### config.mk
export PLATFORM = sky130hd
export DESIGN_NAME = clk_div_prog_flat
export DESIGN_NICKNAME = d
export VERILOG_FILES = /design/src/rtl/clk_div_prog_if.sv /design/src/rtl/clk_div_prog.sv /design/src/flat_wrapper.sv
export SDC_FILE = /design/constraint.sdc
export NUM_CORES = 1
export LEC_CHECK = 0
export CORE_ASPECT_RATIO = 0.75
export CORE_MARGIN = 5
export CORE_UTILIZATION = 45
export DETAILED_ROUTE_END_ITERATION = 12
export PLACE_DENSITY = 0.66
export SLEW_MARGIN = 40
export SYNTH_ARGS = -nofsm -noshare
export SYNTH_HDL_FRONTEND = slang
export SYNTH_SLANG_ARGS = --single-unit
export TNS_END_PERCENT = 5
### constraint.sdc
create_clock -name mclk -period 1.7 [get_ports mclk]
set_input_delay 0.425 -clock mclk [delete_from_list [all_inputs] [get_ports mclk]]
set_output_delay 0.425 -clock mclk [all_outputs]
set_load 0.02 [all_outputs]
### src/rtl/clk_div_prog_if.sv
// Divisor configuration bus for clk_div_prog: write strobe, channel index, divisor, and pending flags.
interface clk_div_prog_if #(
    parameter int NCH  = 4,
    parameter int DIVW = 16
);
    logic            cfg_wr;
    logic [3:0]      cfg_ch;
    logic [DIVW-1:0] cfg_div;
    logic [NCH-1:0]  cfg_pend;

    modport master (output cfg_wr, cfg_ch, cfg_div, input cfg_pend);
    modport slave  (input cfg_wr, cfg_ch, cfg_div, output cfg_pend);
endinterface

### src/rtl/clk_div_prog.sv
// Multi-channel programmable 50% clock divider with glitch-free shadowed divisor updates.
// Optional per-channel rising-edge tick output is enabled by defining CLK_DIV_PROG_TICK_EN.
module clk_div_prog #(
    parameter int          NCH      = 4,
    parameter int          DIVW     = 16,
    parameter int unsigned DIV_INIT = 32'd3
) (
    input  logic             mclk,
    input  logic             rst,
    input  logic [NCH-1:0]   en,
    input  logic             sync,
    clk_div_prog_if.slave    cfg,
    output logic [NCH-1:0]   outclk,
    output logic [NCH-1:0]   tick
);

    logic [DIVW-1:0] cnt_r     [NCH];
    logic [DIVW-1:0] act_r     [NCH];
    logic [DIVW-1:0] shd_r     [NCH];
    logic [DIVW-1:0] cnt_nxt_s [NCH];
    logic [DIVW-1:0] act_nxt_s [NCH];
    logic [DIVW-1:0] shd_nxt_s [NCH];
    logic [NCH-1:0]  out_r;
    logic [NCH-1:0]  pend_r;
    logic [NCH-1:0]  out_nxt_s;
    logic [NCH-1:0]  pend_nxt_s;
    logic [NCH-1:0]  apply_s;
    logic [NCH-1:0]  wr_hit_s;

    // Next-state logic for every channel's counter, output phase and divisor pair
    always_comb begin
        for (int i = 0; i < NCH; i++) begin
            cnt_nxt_s[i]  = cnt_r[i];
            out_nxt_s[i]  = out_r[i];
            act_nxt_s[i]  = act_r[i];
            shd_nxt_s[i]  = shd_r[i];
            pend_nxt_s[i] = pend_r[i];
            apply_s[i]    = 1'b0;
            // Indices >= NCH never match because i only spans the implemented channels.
            wr_hit_s[i]   = cfg.cfg_wr && (cfg.cfg_ch == 4'(i));

            if (sync) begin
                cnt_nxt_s[i] = {DIVW{1'b0}};
                out_nxt_s[i] = 1'b0;
                apply_s[i]   = pend_r[i];
            end else if (!en[i]) begin
                cnt_nxt_s[i] = {DIVW{1'b0}};
                out_nxt_s[i] = 1'b0;
                apply_s[i]   = pend_r[i];
            end else if (cnt_r[i] == act_r[i]) begin
                cnt_nxt_s[i] = {DIVW{1'b0}};
                out_nxt_s[i] = ~out_r[i];
                // Only swap divisors when a high half ends, so the new rate starts on a clean low half.
                apply_s[i]   = pend_r[i] & out_r[i];
            end else begin
                cnt_nxt_s[i] = cnt_r[i] + DIVW'(1);
            end

            if (apply_s[i]) begin
                act_nxt_s[i]  = shd_r[i];
                pend_nxt_s[i] = 1'b0;
            end else begin
                act_nxt_s[i]  = act_r[i];
            end

            // A write landing with an apply keeps the new value pending for the next boundary.
            if (wr_hit_s[i]) begin
                shd_nxt_s[i]  = cfg.cfg_div;
                pend_nxt_s[i] = 1'b1;
            end else begin
                shd_nxt_s[i]  = shd_r[i];
            end
        end
    end

    // Channel state registers with synchronous reset
    always_ff @(posedge mclk) begin
        if (rst) begin
            out_r  <= {NCH{1'b0}};
            pend_r <= {NCH{1'b0}};
            for (int i = 0; i < NCH; i++) begin
                cnt_r[i] <= {DIVW{1'b0}};
                act_r[i] <= DIVW'(DIV_INIT);
                shd_r[i] <= DIVW'(DIV_INIT);
            end
        end else begin
            out_r  <= out_nxt_s;
            pend_r <= pend_nxt_s;
            for (int i = 0; i < NCH; i++) begin
                cnt_r[i] <= cnt_nxt_s[i];
                act_r[i] <= act_nxt_s[i];
                shd_r[i] <= shd_nxt_s[i];
            end
        end
    end

    assign outclk       = out_r;
    assign cfg.cfg_pend = pend_r;

`ifdef CLK_DIV_PROG_TICK_EN
    logic [NCH-1:0] tick_r;

    // Tick register: high in the first cycle each outclk reads 1
    always_ff @(posedge mclk) begin
        if (rst) begin
            tick_r <= {NCH{1'b0}};
        end else begin
            tick_r <= out_nxt_s & ~out_r;
        end
    end

    assign tick = tick_r;
`else
    assign tick = {NCH{1'b0}};
`endif

endmodule

### src/flat_wrapper.sv
// flat-port wrapper written by rule: the top's interface ports become plain ports
module clk_div_prog_flat 
#(
    parameter int          NCH      = 4,
    parameter int          DIVW     = 16,
    parameter int unsigned DIV_INIT = 32'd3
)
  (mclk, rst, en, sync, outclk, tick, cfg_cfg_wr, cfg_cfg_ch, cfg_cfg_div, cfg_cfg_pend);
  clk_div_prog_if #(.NCH(NCH), .DIVW(DIVW)) cfg_i ();
  input  logic mclk;
  input  logic rst;
  input  logic [NCH-1:0] en;
  input  logic sync;
  output logic [NCH-1:0] outclk;
  output logic [NCH-1:0] tick;
  input wire logic [$bits(cfg_i.cfg_wr)-1:0] cfg_cfg_wr;
  input wire logic [$bits(cfg_i.cfg_ch)-1:0] cfg_cfg_ch;
  input wire logic [$bits(cfg_i.cfg_div)-1:0] cfg_cfg_div;
  output wire logic [$bits(cfg_i.cfg_pend)-1:0] cfg_cfg_pend;
  assign cfg_i.cfg_wr = cfg_cfg_wr;
  assign cfg_i.cfg_ch = cfg_cfg_ch;
  assign cfg_i.cfg_div = cfg_cfg_div;
  assign cfg_cfg_pend = cfg_i.cfg_pend;
  clk_div_prog #(.NCH(NCH), .DIVW(DIVW), .DIV_INIT(DIV_INIT)) u_core (.mclk(mclk), .rst(rst), .en(en), .sync(sync), .cfg(cfg_i), .outclk(outclk), .tick(tick));
endmodule
==> impl_metrics.tcl <==
set metrics [dict create \
    overflow 0 \
    internal_power_uw 7490 \
    p_comb_share_pct 4.4 \
    finalSetupViolCount 25 \
    synthArstFlopShare_pct 0 \
    antenna_found_initial 0 \
    critPathMaxFanout 16 \
    timing.fmax_mhz 567 \
    min_to "u_core.shd_r[0][3]" \
    p_sw_share_pct 21.0 \
    drv_slew 0 \
    gp_congestion 0.813 \
    violations "negative setup slack" \
    r2r_slack_ns -0.06 \
    p_clk_share_pct 45.8 \
    cts_sinks 200 \
    hold_viol_final 0 \
    post_cts_buffers 0 \
    clock_path_buffers 2 \
    min_period_ns 1.76 \
    rows 44 \
    fin_ws_ns -0.0624 \
    crit_type "reg2reg" \
    routed_wl_mm 18.8 \
    grt_usage_pct 17.7 \
    cp.arrival_ns 2.10 \
    vias 6674 \
    power.density_nw_per_um2 876 \
    placedCellCount 1336 \
    synthToLayoutAreaGrowth_pct 23.6 \
    cp_cell_sequence "xor2_1 -> nor4_1 -> nand4_1 -> o21ai_4 -> buf_12 -> mux2i_2" \
    hold_depth 2 \
    yosysSeqAreaShare_pct 45.7 \
    p_leak_uw 0.00412 \
    dieArea_sq_um 22400 \
    status "finished, violations left" \
    power_uw 9480 \
    holdWs_ns 0.423 \
    grt_first_pass_wirelength_mm 32.0 \
    cp_top_family "simple AND/OR/NAND/NOR gates" \
    min_from "rst" \
    critPathMaxStageDelay_ns 0.32 \
    drc 0 \
    viasPerCell 4.88 \
    ys.flop_type "dfxtp_1" \
    layout-drive-gt1-share_pct 15.2 \
    cp_slowest_cell "dfxtp_2" \
    maxCapViolations 0 \
    timing.rr.end "u_core.act_r[2][8]" \
    synth-edff-count 0 \
    die-width_um 171 \
    clk_pin_slew_ns 0.07 \
    worstPathRequired_ns 2.04 \
    finalClockSkew_ns 0.00977 \
    ys_ff_latch 200 \
    drtIter0Drc 505 \
    postCtsHoldBufs 0 \
    path_buf_inv 1 \
    synthCells 990 \
    hp-class "in2reg" \
    finalCritPeriodShare_pct 104 \
    cp-start-kind "flip-flop" \
    ir_drop_uv 629 \
    r2r_start "u_core.act_r[2][12]" \
    seqPwrFrac_pct 49.8 \
    dpl.hpwl_mm 13.5 \
    end_kind "flip-flop" \
    antenna_left 0 \
    io_pins 40 \
    port_buffers 35 \
    core_sq_um 19200 \
    grt_pass1_vias 6564 \
    grt_max_degree 46 \
    cts_buffers 17 \
    drt_pass1_iterations 4 \
    synth_cell_types 31 \
    die_y_um 131 \
    fin_cells 1368 \
    nets 1134 \
    htree_levels 4 \
    synth_area_per_cell_sq_um 8.84 \
    start_util_pct 45.6 \
    cts_tree "built" \
    worst-r2r-cell-count 6 \
    yosys_warnings 0 \
    root_buffer "clkbuf_16" \
    wl_per_cell_um 13.8 \
    antennaDiodeCount 0 \
    clock_latency_ns 0.43 \
    rsz0062_at_grt "yes" \
    p_switching_uw 2000 \
    netlist_area_sq_um 8750 \
]
how the worst max path moves through the flow:
| stage | startpoint | slack [ns] | cells after the start | endpoint |
|---|---|---|---|---|
| final | u_core.act_r[2][12] | -0.06 | 6 | u_core.act_r[2][8] |
| after detailed placement | sync | -0.32 | 8 | u_core.cnt_r[0][7] |
| after global placement | cfg_cfg_wr | -0.28 | 7 | u_core.shd_r[2][2] |
| after CTS | u_core.act_r[1][14] | -0.12 | 7 | u_core.act_r[1][8] |
| after global routing | u_core.act_r[0][8] | -0.17 | 7 | u_core.act_r[0][0] |
| after floorplan | u_core.cnt_r[1][1] | -0.03 | 6 | u_core.act_r[1][0] |
cell usage after synthesis (7+ instances only):
master / count / area (sq um)
mux2i_1: 64 / 641
inv_1: 11 / 41.3
and3_1: 13 / 81.3
nand3_1: 25 / 125
clkbuf_1: 34 / 128
nor3_1: 15 / 75.1
a21oi_1: 61 / 305
nand2b_1: 112 / 701
xnor2_1: 34 / 298
nor2_1: 93 / 349
nand4_1: 7 / 43.8
xor2_1: 89 / 780
dfxtp_1: 200 / 4000
nand3b_1: 8 / 60.1
nor4_1: 19 / 119
nand2_1: 166 / 623
metrics by stage:
stage / util [%] / TNS (ns) / setup WS, ns / cell area (sq um)
floorplan: - / -1.11 / -0.0337 / 8770
global placement: 52.6 / -40.89 / -0.284 / 10100
detailed placement: 52.6 / -46.56 / -0.325 / 10100
CTS: 56.1 / -1.89 / -0.121 / 10800
global route: 56.3 / -10.09 / -0.168 / 10800
finish: 56.3 / -0.465 / -0.0624 / 10800
cells in the final DEF, fill, tap and decap left out, drive strengths merged:
cell type / instances
clkdlybuf4s50: 26
nand2b: 112
conb: 4
clkinvlp: 2
clkbuf: 21
xor2: 89
and3: 15
and4: 3
nand4: 9
ha: 4
xnor2: 34
nor4: 19
nor2: 93
o2111ai: 4
nor3: 15
or2: 3
or3: 2
bufinv: 4
dlygate4sd2: 8
and2: 1
nor3b: 1
o21ai: 4
nand2: 166
clkinv: 4
a21oi: 61
nand3b: 8
mux2i: 64
dfxtp: 200
buf: 102
nand3: 25
inv: 12
state kept, by name, summed over array words and instances (netlist names):
register             cells
u_core.act_r            64
u_core.cfg.cfg_pend      4
u_core.cnt_r            64
u_core.outclk            4
u_core.shd_r            64
cell families (layout without fill, tap and decap cells):
family	count (synthesis)	in the layout	share of synthesized area [%]
buffers and inverters	57	179	3.24
other	1	4	0.0428
AND/OR/NAND/NOR	472	472	26.1
XOR/XNOR	123	123	12.3
adder cells (fa/ha/maj)	4	4	0.572
AO/OA/AOI/OAI	69	69	4.63
flip-flops	200	200	45.7
multiplexers	64	64	7.32
worst reg2reg max path, delay by kind of cell, from the launching register on:
kind	cells	cell delay, ns
simple gates	2	0.56
xor+xnor	1	0.16
buf+inv	1	0.18
compound gates	1	0.20
flops	1	0.32
mux	1	0.24
power by group through the flow:
stage	registers (uW)	logic, uW	clock network [uW]
after global placement	4830	408	0
after floorplan	4830	200	0
after CTS	4730	415	4430
after detailed placement	4840	411	0
final	4730	413	4340
after global routing	4730	450	4620
layout make-up:
type,count,area (sq um)
fillers,1719,8390
repair buffers,136,1260
flip-flops and latches,200,4020
clock inverters,11,168
multi-input cells,736,4550
well taps,253,317
clock buffers,21,470
inverters,11,41.3
routing by layer:
| layer | up-vias | part of all wire (%) | track usage, % | wire length [um] |
|---|---|---|---|---|
| met2 | 99 | 45 | 28.3 | 8400 |
| li1 | 3444 | - | - | - |
| met4 | 0 | 0.93 | 4.24 | 176 |
| met5 | - | 0 | 0 | 0 |
| met3 | 14 | 6.4 | 3.34 | 1210 |
| met1 | 3117 | 48 | 25.1 | 9040 |
repair_timing:
item | 4_1_cts | 5_1_grt
cloned | 0 | 0
endpoints found under the setup margin | 110 | 132
pin swaps | 12 | 5
endpoints found under the hold margin | 0 | 0
resized for setup | 18 | 13
(Power assumes the default switching activity.)
